### src/rtl/mem_wb_stage.sv
// mem_wb_stage: MEM -> WB pipeline register with a load handshake to data memory.
// A three-state FSM (IDLE, WAIT, HOLD) requests the read word, aligns it on funct3 and
// MEM_addr, and captures the instruction into the WB registers exactly once.
// Optional feature macro: MEM_WB_RETIRE_CNT_EN adds a 64-bit retire_count output.
// Handshake: dmem_read is a level request that stays high until dmem_resp is seen. Upstream
// stages must hold the MEM inputs steady while mem_stall is high. stall_in holds the whole
// pipe; with a non-load in MEM it only produces a bubble.

package rv32i_types;
  typedef logic [4:0] rv32i_reg;

  typedef enum logic [6:0] {
    op_lui   = 7'b0110111,
    op_auipc = 7'b0010111,
    op_jal   = 7'b1101111,
    op_jalr  = 7'b1100111,
    op_br    = 7'b1100011,
    op_load  = 7'b0000011,
    op_store = 7'b0100011,
    op_imm   = 7'b0010011,
    op_reg   = 7'b0110011,
    op_csr   = 7'b1110011
  } rv32i_opcode;

  typedef struct packed {
    logic        load_regfile;
    rv32i_opcode opcode;
    logic [2:0]  funct3;
  } rv32i_control_word;

  localparam logic [2:0] F3_LB  = 3'b000;
  localparam logic [2:0] F3_LH  = 3'b001;
  localparam logic [2:0] F3_LW  = 3'b010;
  localparam logic [2:0] F3_LBU = 3'b100;
  localparam logic [2:0] F3_LHU = 3'b101;
endpackage

module mem_wb_stage
  import rv32i_types::*;
(
  input  logic              clk,
  input  logic              rst_n,
  input  logic              MEM_valid,
  input  rv32i_control_word MEM_ctrlword,
  input  rv32i_reg          MEM_rd_num,
  input  logic [31:0]       MEM_alu_out,
  input  logic [31:0]       MEM_addr,
  input  logic              stall_in,
  input  logic              dmem_resp,
  input  logic [31:0]       dmem_rdata,
  output logic              dmem_read,
  output logic              mem_stall,
  output logic              WB_valid,
  output rv32i_control_word WB_ctrlword,
  output rv32i_reg          WB_rd_num,
  output logic [31:0]       WB_rd_data,
  output logic [1:0]        state_dbg
`ifdef MEM_WB_RETIRE_CNT_EN
  ,
  output logic [63:0]       retire_count
`endif
);

  typedef enum logic [1:0] {
    S_IDLE = 2'd0,
    S_WAIT = 2'd1,
    S_HOLD = 2'd2
  } state_e;

  state_e      state_q, state_d;
  logic [31:0] hold_q;
  logic [31:0] aligned;
  logic [31:0] wb_data;
  logic        is_load;
  logic        read_c, stall_c;
  logic        capture, latch_hold, use_hold;
  logic        unused_addr_hi;

  // Only the byte offset of the load address matters for alignment.
  assign unused_addr_hi = ^MEM_addr[31:2];

  assign is_load   = MEM_valid && (MEM_ctrlword.opcode == op_load);
  assign state_dbg = state_q;

  // Byte/halfword/word selection with sign or zero extension.
  function automatic logic [31:0] align_load(input logic [31:0] w, input logic [1:0] a,
                                             input logic [2:0] f3);
    logic [7:0]  b;
    logic [15:0] h;
    logic [31:0] r;
    b = w[{a, 3'b000} +: 8];
    h = a[1] ? w[31:16] : w[15:0];
    case (f3)
      F3_LB:   r = {{24{b[7]}}, b};
      F3_LBU:  r = {24'd0, b};
      F3_LH:   r = {{16{h[15]}}, h};
      F3_LHU:  r = {16'd0, h};
      default: r = w;
    endcase
    return r;
  endfunction

  assign aligned = align_load(dmem_rdata, MEM_addr[1:0], MEM_ctrlword.funct3);
  assign wb_data = is_load ? (use_hold ? hold_q : aligned) : MEM_alu_out;

  // Reset forces the memory request and the upstream hold low immediately.
  assign dmem_read = rst_n & read_c;
  assign mem_stall = rst_n & stall_c;

  // Next-state and handshake decode.
  always_comb begin
    state_d    = state_q;
    read_c     = 1'b0;
    stall_c    = 1'b0;
    capture    = 1'b0;
    latch_hold = 1'b0;
    use_hold   = 1'b0;
    case (state_q)
      S_IDLE: begin
        if (is_load) begin
          read_c = 1'b1;
          if (dmem_resp) begin
            if (stall_in) begin
              state_d    = S_HOLD;
              latch_hold = 1'b1;
              stall_c    = 1'b1;
            end else begin
              capture = 1'b1;
            end
          end else begin
            state_d = S_WAIT;
            stall_c = 1'b1;
          end
        end else begin
          capture = !stall_in;
        end
      end
      S_WAIT: begin
        read_c = 1'b1;
        if (dmem_resp) begin
          if (stall_in) begin
            state_d    = S_HOLD;
            latch_hold = 1'b1;
            stall_c    = 1'b1;
          end else begin
            state_d = S_IDLE;
            capture = 1'b1;
          end
        end else begin
          stall_c = 1'b1;
        end
      end
      S_HOLD: begin
        if (stall_in) begin
          stall_c = 1'b1;
        end else begin
          state_d  = S_IDLE;
          capture  = 1'b1;
          use_hold = 1'b1;
        end
      end
      default: state_d = S_IDLE;
    endcase
  end

  // FSM state register.
  always_ff @(posedge clk or negedge rst_n) begin
    if (!rst_n) state_q <= S_IDLE;
    else        state_q <= state_d;
  end

  // Aligned load data parked while the pipe is held after the response.
  always_ff @(posedge clk or negedge rst_n) begin
    if (!rst_n)          hold_q <= 32'd0;
    else if (latch_hold) hold_q <= aligned;
  end

  // WB registers: capture once, otherwise insert a bubble that cannot write the regfile.
  always_ff @(posedge clk or negedge rst_n) begin
    if (!rst_n) begin
      WB_valid    <= 1'b0;
      WB_ctrlword <= '0;
      WB_rd_num   <= '0;
      WB_rd_data  <= 32'd0;
    end else if (capture) begin
      WB_valid                 <= MEM_valid;
      WB_ctrlword              <= MEM_ctrlword;
      WB_ctrlword.load_regfile <= MEM_ctrlword.load_regfile && MEM_valid &&
                                  (MEM_rd_num != 5'd0);
      WB_rd_num                <= MEM_rd_num;
      WB_rd_data               <= wb_data;
    end else begin
      WB_valid                 <= 1'b0;
      WB_ctrlword.load_regfile <= 1'b0;
    end
  end

`ifdef MEM_WB_RETIRE_CNT_EN
  // Count every cycle a valid instruction sits in WB.
  always_ff @(posedge clk or negedge rst_n) begin
    if (!rst_n)        retire_count <= 64'd0;
    else if (WB_valid) retire_count <= retire_count + 64'd1;
  end
`endif

endmodule
### config.mk
export PLATFORM = sky130hd
export DESIGN_NAME = mem_wb_stage
export DESIGN_NICKNAME = d
export VERILOG_FILES = /design/src/rtl/mem_wb_stage.sv
export SDC_FILE = /design/constraint.sdc
export NUM_CORES = 1
export LEC_CHECK = 0
export CAP_MARGIN = 20
export CORE_MARGIN = 10
export CORE_UTILIZATION = 40
export DETAILED_ROUTE_END_ITERATION = 16
export DONT_BUFFER_PORTS = 1
export HOLD_SLACK_MARGIN = 0.1
export PLACE_DENSITY_LB_ADDON = 0.2
export SLEW_MARGIN = 25
export SYNTH_ARGS = -nofsm -noshare
export SYNTH_HDL_FRONTEND = slang
export SYNTH_SLANG_ARGS = --single-unit
### constraint.sdc
create_clock -name clk -period 2.61 [get_ports clk]
set_input_delay 0.783 -clock clk [delete_from_list [all_inputs] [get_ports clk]]
set_output_delay 0.783 -clock clk [all_outputs]
set_load 0.05 [all_outputs]
### Word level (Yosys, flattened, before mapping)

Index checks and enable logic that the tools add are counted.

| storage, ports and cells | value |
|---|---|
| register bits after elaboration | 83 |
| input port bits | 117 |
| output and inout port bits | 53 |
| logic and storage cells | 56 |

| cells by class | value |
|---|---|
| eq/ne operators | 10 |
| shifts and indexed selects | 1 |
| mux-type cells | 27 |
| bitwise gates (word level) | 2 |
| reduce and logical (&&, ||, !) cells | 8 |

Operator list:

| operator | count |
|---|---|
| one-hot mux 32 bit (4 select lines) | 1 |
| 2-to-1 mux 32 bit | 2 |
| variable part select 32 x 6 -> 8 bit | 1 |
| 2-to-1 mux 16 bit | 1 |
| 2-to-1 mux 1 bit | 12 |
| 2-to-1 mux 2 bit | 6 |
| == test 7 x 2 -> 1 bit (second input constant) | 1 |
| == test 3 bit (second input constant) | 2 |
| != test 2 bit (second input constant) | 3 |
| one-hot mux 1 bit (3 select lines) | 2 |
| one-hot mux 2 bit (3 select lines) | 1 |
| nonzero test 5 bit | 1 |
| one-hot mux 1 bit (2 select lines) | 2 |
| AND reduction 4 bit | 1 |
| == test 3 x 1 -> 1 bit (second input constant) | 1 |
| logical AND 1 bit | 3 |
| logical NOT 3 bit | 1 |
| != test 3 bit (second input constant) | 1 |
| AND 1 bit | 2 |
| == test 2 x 1 -> 1 bit (second input constant) | 1 |
| == test 2 bit (second input constant) | 1 |
| logical NOT 2 bit | 1 |
| logical NOT 1 bit | 1 |

### Logic depth before layout (Yosys ltp)

| depth | value |
|---|---|
| depth in word-level cells | 5 |
| mapped depth | 8 |
| gate-level depth less buffers | 5 |

### Worst setup path before layout

OpenSTA, ideal clock, no wires.

| timing | value |
|---|---|
| path kind | input -> output |
| from | input port stall_in |
| to | output port mem_stall |
| arrival time | 1.814 ns |
| data required time | 1.827 ns |
| slack | 0.013 ns |
| cell stages on the path | 3 |
| path buffers | 2 |
| cell sequence | buf_1 clkbuf_1 o221a_2 |

| on the way | value |
|---|---|
| word-level cells in the longest chain between the ends | 5 |

Ends and longest elaborated chain:

| item | RTL line | text |
|---|---|---|
| start, declared | 48 | `input logic stall_in,` |
| 2-to-1 mux 1 bit * | 123, 141, 154 |  |
| 2-to-1 mux 1 bit | 122 | `if (dmem_resp) begin` |
| 2-to-1 mux 1 bit | 120 | `if (is_load) begin` |
| one-hot mux 1 bit (3 select lines) * | 118 | `case (state_q)` |
| AND 1 bit * | 108 | `assign mem_stall = rst_n & stall_c;` |
| end, declared | 52 | `output logic mem_stall,` |

Every way passes the cells marked *; elsewhere a longest branch is shown, timed or not.

### Worst setup path in the final report

| timing | value |
|---|---|
| from | input port MEM_ctrlword[6] in the netlist's numbering |
| to | output port mem_stall |

| on the way | value |
|---|---|
| word-level cells in the longest chain between the ends | 5 |

Ends and longest elaborated chain:

| item | RTL line | text |
|---|---|---|
| start, declared | 44 | `input rv32i_control_word MEM_ctrlword,` |
| == test 7 x 2 -> 1 bit | 82 | `assign is_load = MEM_valid && (MEM_ctrlword.opcode == op_load);` |
| logical AND 1 bit | 82 |  |
| 2-to-1 mux 1 bit | 120 |  |
| one-hot mux 1 bit (3 select lines) | 118 |  |
| AND 1 bit | 108 |  |

No other way between the ends.

==> impl_metrics.yaml <==
clocking:
  numCtsBuffers: 9
  clkTransAtPathRegs_ns: 0.07
  cts_max_level: 3
  cts_tree: "yes"
  cts.sinks: 83
  ctsResizeCount: 0
  cts_setup_buffers: 0
  cts_hold_buf: 0
  worstSkewPairLatency_ns: 0.35
  cts_root_buf: "clkbuf_16"
  clockBufferDepth: 2
yosys:
  synth.most_common_cell: "nand2_1"
  seq_area_frac_synth: 0.436
  synthCells: 540
  synth_top_area_share: 0.436
  netlist_area_um2: 4760
  synth.distinct_cells: 55
  synth_edf_count: 0
  async_flop_share: 1.00
  ys_top_cells_by_count: "nand2_1 (139), dfrtp_1 (83), a31oi_1 (38)"
  synth_nets: 657
  synth_seq_cells: 83
  yosys_warnings: 0
  syn_area_per_cell_um2: 8.82
  synth_ff_type: "dfrtp_1"
  synth_area_leaders: "dfrtp_1 (44%), nand2_1 (11%), a31oi_1 (5.0%), a221oi_2 (3.2%), buf_2 (2.6%)"
  synth_top_area_cell: "dfrtp_1"
timing:
  timing.setup.tns_ns: 0
  fin_crit_sh: 0.958
  tightest_slew_ns: 0.650
  relSlewSlack: 0.566
  whs_ns: 0.134
  hold_viol: 0
  fmax_mhz: 400
  fin_crit_ns: 2.50
  rsz0062_at_grt: "false"
  setup_viol: 0
  finClkSkew_ns: 0.0127
  slew_violations: 0
layout:
  instances_no_fill: 679
  fin_util: 0.457
  area_delta_synth_final_pct: 10.9
  fin_nets: 649
  diodes: 0
  final.fill_count: 1124
  drive_gt1_frac: 0.147
pwr:
  p_per_area_nw_per_um2: 652
  p_leak_nw: 2.31
  vdd_drop_max_mv: 0.299
  power_w: 0.00345
worst_setup_path:
  cp.required_ns: 1.83
  crit_fanout: 3
  crit_arrival_ns: 1.72
  crit_buf_inv: 1
  worstPathCellList: "and4b_1 > a21oi_2 > nor2_1 > o221a_2 > buf_12"
  r2r_start: "state_dbg[1]"
  slowest_delay_ns: 0.34
  worstSetupPathType: "in -> out"
  worstSetupStartpoint: "MEM_ctrlword[6]"
  slowest_stage: "and4b_1"
  path_delay_family: "simple AND/OR/NAND/NOR gates"
  reg2reg_depth: 8
  worst_setup_path_start_kind: "primary input"
  cp.depth: 5
  critPathCaptureType: "output pin"
floorplanning:
  core_um2: 11600
  die-area_um2: 16700
  die_x_um: 129
  die_h_um: 129
  io_pins: 170
  initial_utilization: 0.412
  rows: 39
global_routing:
  antenna_found_initial: 0
  grt_use_total: 0.187
  grt_max_degree: 86
  grt_pass1_vias: 4179
  gr-total-overflow: 0
  grt_pass1_wl_um: 24400
detailed_routing:
  wire_per_inst_um: 23.1
  drt_iter0_drc: 408
  drt_pass1_iterations: 6
  drc: 0
  routed_via_density: 6.04
  vias: 4098
  drt-total-wl_um: 15700
  ant_nets: 0
place:
  io_buffer_count: 0
  place_hpwl_um: 11300
  placed_cells: 664
  place.gp.congestion: 0.880
min_path:
  hold_class: "in -> async"
job:
  cap_violations: 0
run_status:
  status: "finished, final reports clean"
==> layer usage <==
metal	vias up	wire length [um]	track usage
met5	-	0	0
met4	0	340	0.0742
met3	18	1640	0.0689
met2	167	7410	0.304
met1	1953	6290	0.222
li1	1960	-	-
==> cells by family after synthesis <==
family,count (synthesis),synth area share
DFF,83,0.436
muxes,11,0.0234
buffers and inverters,50,0.0515
AOI/OAI and AO/OA,170,0.272
and+or+nand+nor,226,0.217
==> worst register-to-register path, cell delays in order (launching register included) <==
cell and delay [ns]:
dfrtp_1 0.55, nor2b_1 0.23, buf_4 0.27, nor2b_1 0.17, buf_4 0.20, nor2_1 0.07, a2111oi_0 0.48, buf_4 0.21
o31ai_1 0.07
==> flip-flops by register name, summed over array words and instances, names as in the netlist <==
| register | flops |
|---|---|
| WB_rd_data | 32 |
| WB_valid | 1 |
| WB_rd_num | 5 |
| state_dbg | 2 |
| WB_ctrlword | 11 |
| hold_q | 32 |
==> layout by cell type, fill, tap and decap left out, drive strengths merged, types with 2 or more instances in the layout <==
cell type | netlist | final
nand2 | 139 | 139
dfrtp | 83 | 83
a31oi | 38 | 38
o21ai | 35 | 35
nor2 | 29 | 29
buf | 33 | 29
a21oi | 24 | 24
nor3 | 21 | 21
a221oi | 17 | 17
nor2b | 13 | 13
a22o | 12 | 12
mux2i | 10 | 10
clkbuf | 15 | 10
a22oi | 8 | 8
o221ai | 6 | 6
a222oi | 6 | 6
o22ai | 6 | 6
and2 | 4 | 4
o31ai | 4 | 4
or3 | 3 | 3
nand2b | 3 | 3
a211oi | 3 | 3
o32ai | 3 | 3
and3 | 2 | 2
or3b | 2 | 2
inv | 2 | 2
bufinv | 0 | 2
clkinv | 0 | 2
or2 | 2 | 2
o41ai | 2 | 2
==> final timing paths <==
| kind | end | slack (ns) |
|---|---|---|
| worst max register to register | WB_rd_data[7] | 0.25 |
| worst min-delay path | WB_rd_data[13] | 0.13 |
| worst min register to register | hold_q[14] | 0.47 |
| min in group clk | hold_q[14] | 0.47 |
| worst max-delay path | mem_stall | 0.11 |
| max in group asynchronous | WB_rd_data[21] | 2.33 |
==> power breakdown <==
group	internal, W	switching (W)	total, W	leakage, nW
logic	0.000156	0.000182	0.000337	1.09
clock network	0.000856	0.000533	0.00139	0.154
registers	0.00139	0.000329	0.00172	1.07
total	0.00240	0.00104	0.00345	2.31
==> cell type report <==
| cell class | count | area, um2 | area share |
|---|---|---|---|
| Inverter | 2 | 7.51 | 0.00142 |
| Clock buffer | 10 | 239 | 0.0452 |
| Clock inverter | 5 | 77.6 | 0.0147 |
| Sequential cell | 83 | 2080 | 0.393 |
| Timing Repair Buffer | 29 | 255 | 0.0483 |
| Tap cell | 143 | 179 | 0.0339 |
| Multi-Input combinational cell | 407 | 2450 | 0.463 |
==> stage by stage <==
stage               setup WS, ns  area (um2)
finish                     0.110        5280
CTS                        0.109        5280
global route              0.0572        5280
global placement           0.151        4970
detailed placement         0.115        4970
floorplan                 0.0133        4760
(Power assumes the default switching activity.)
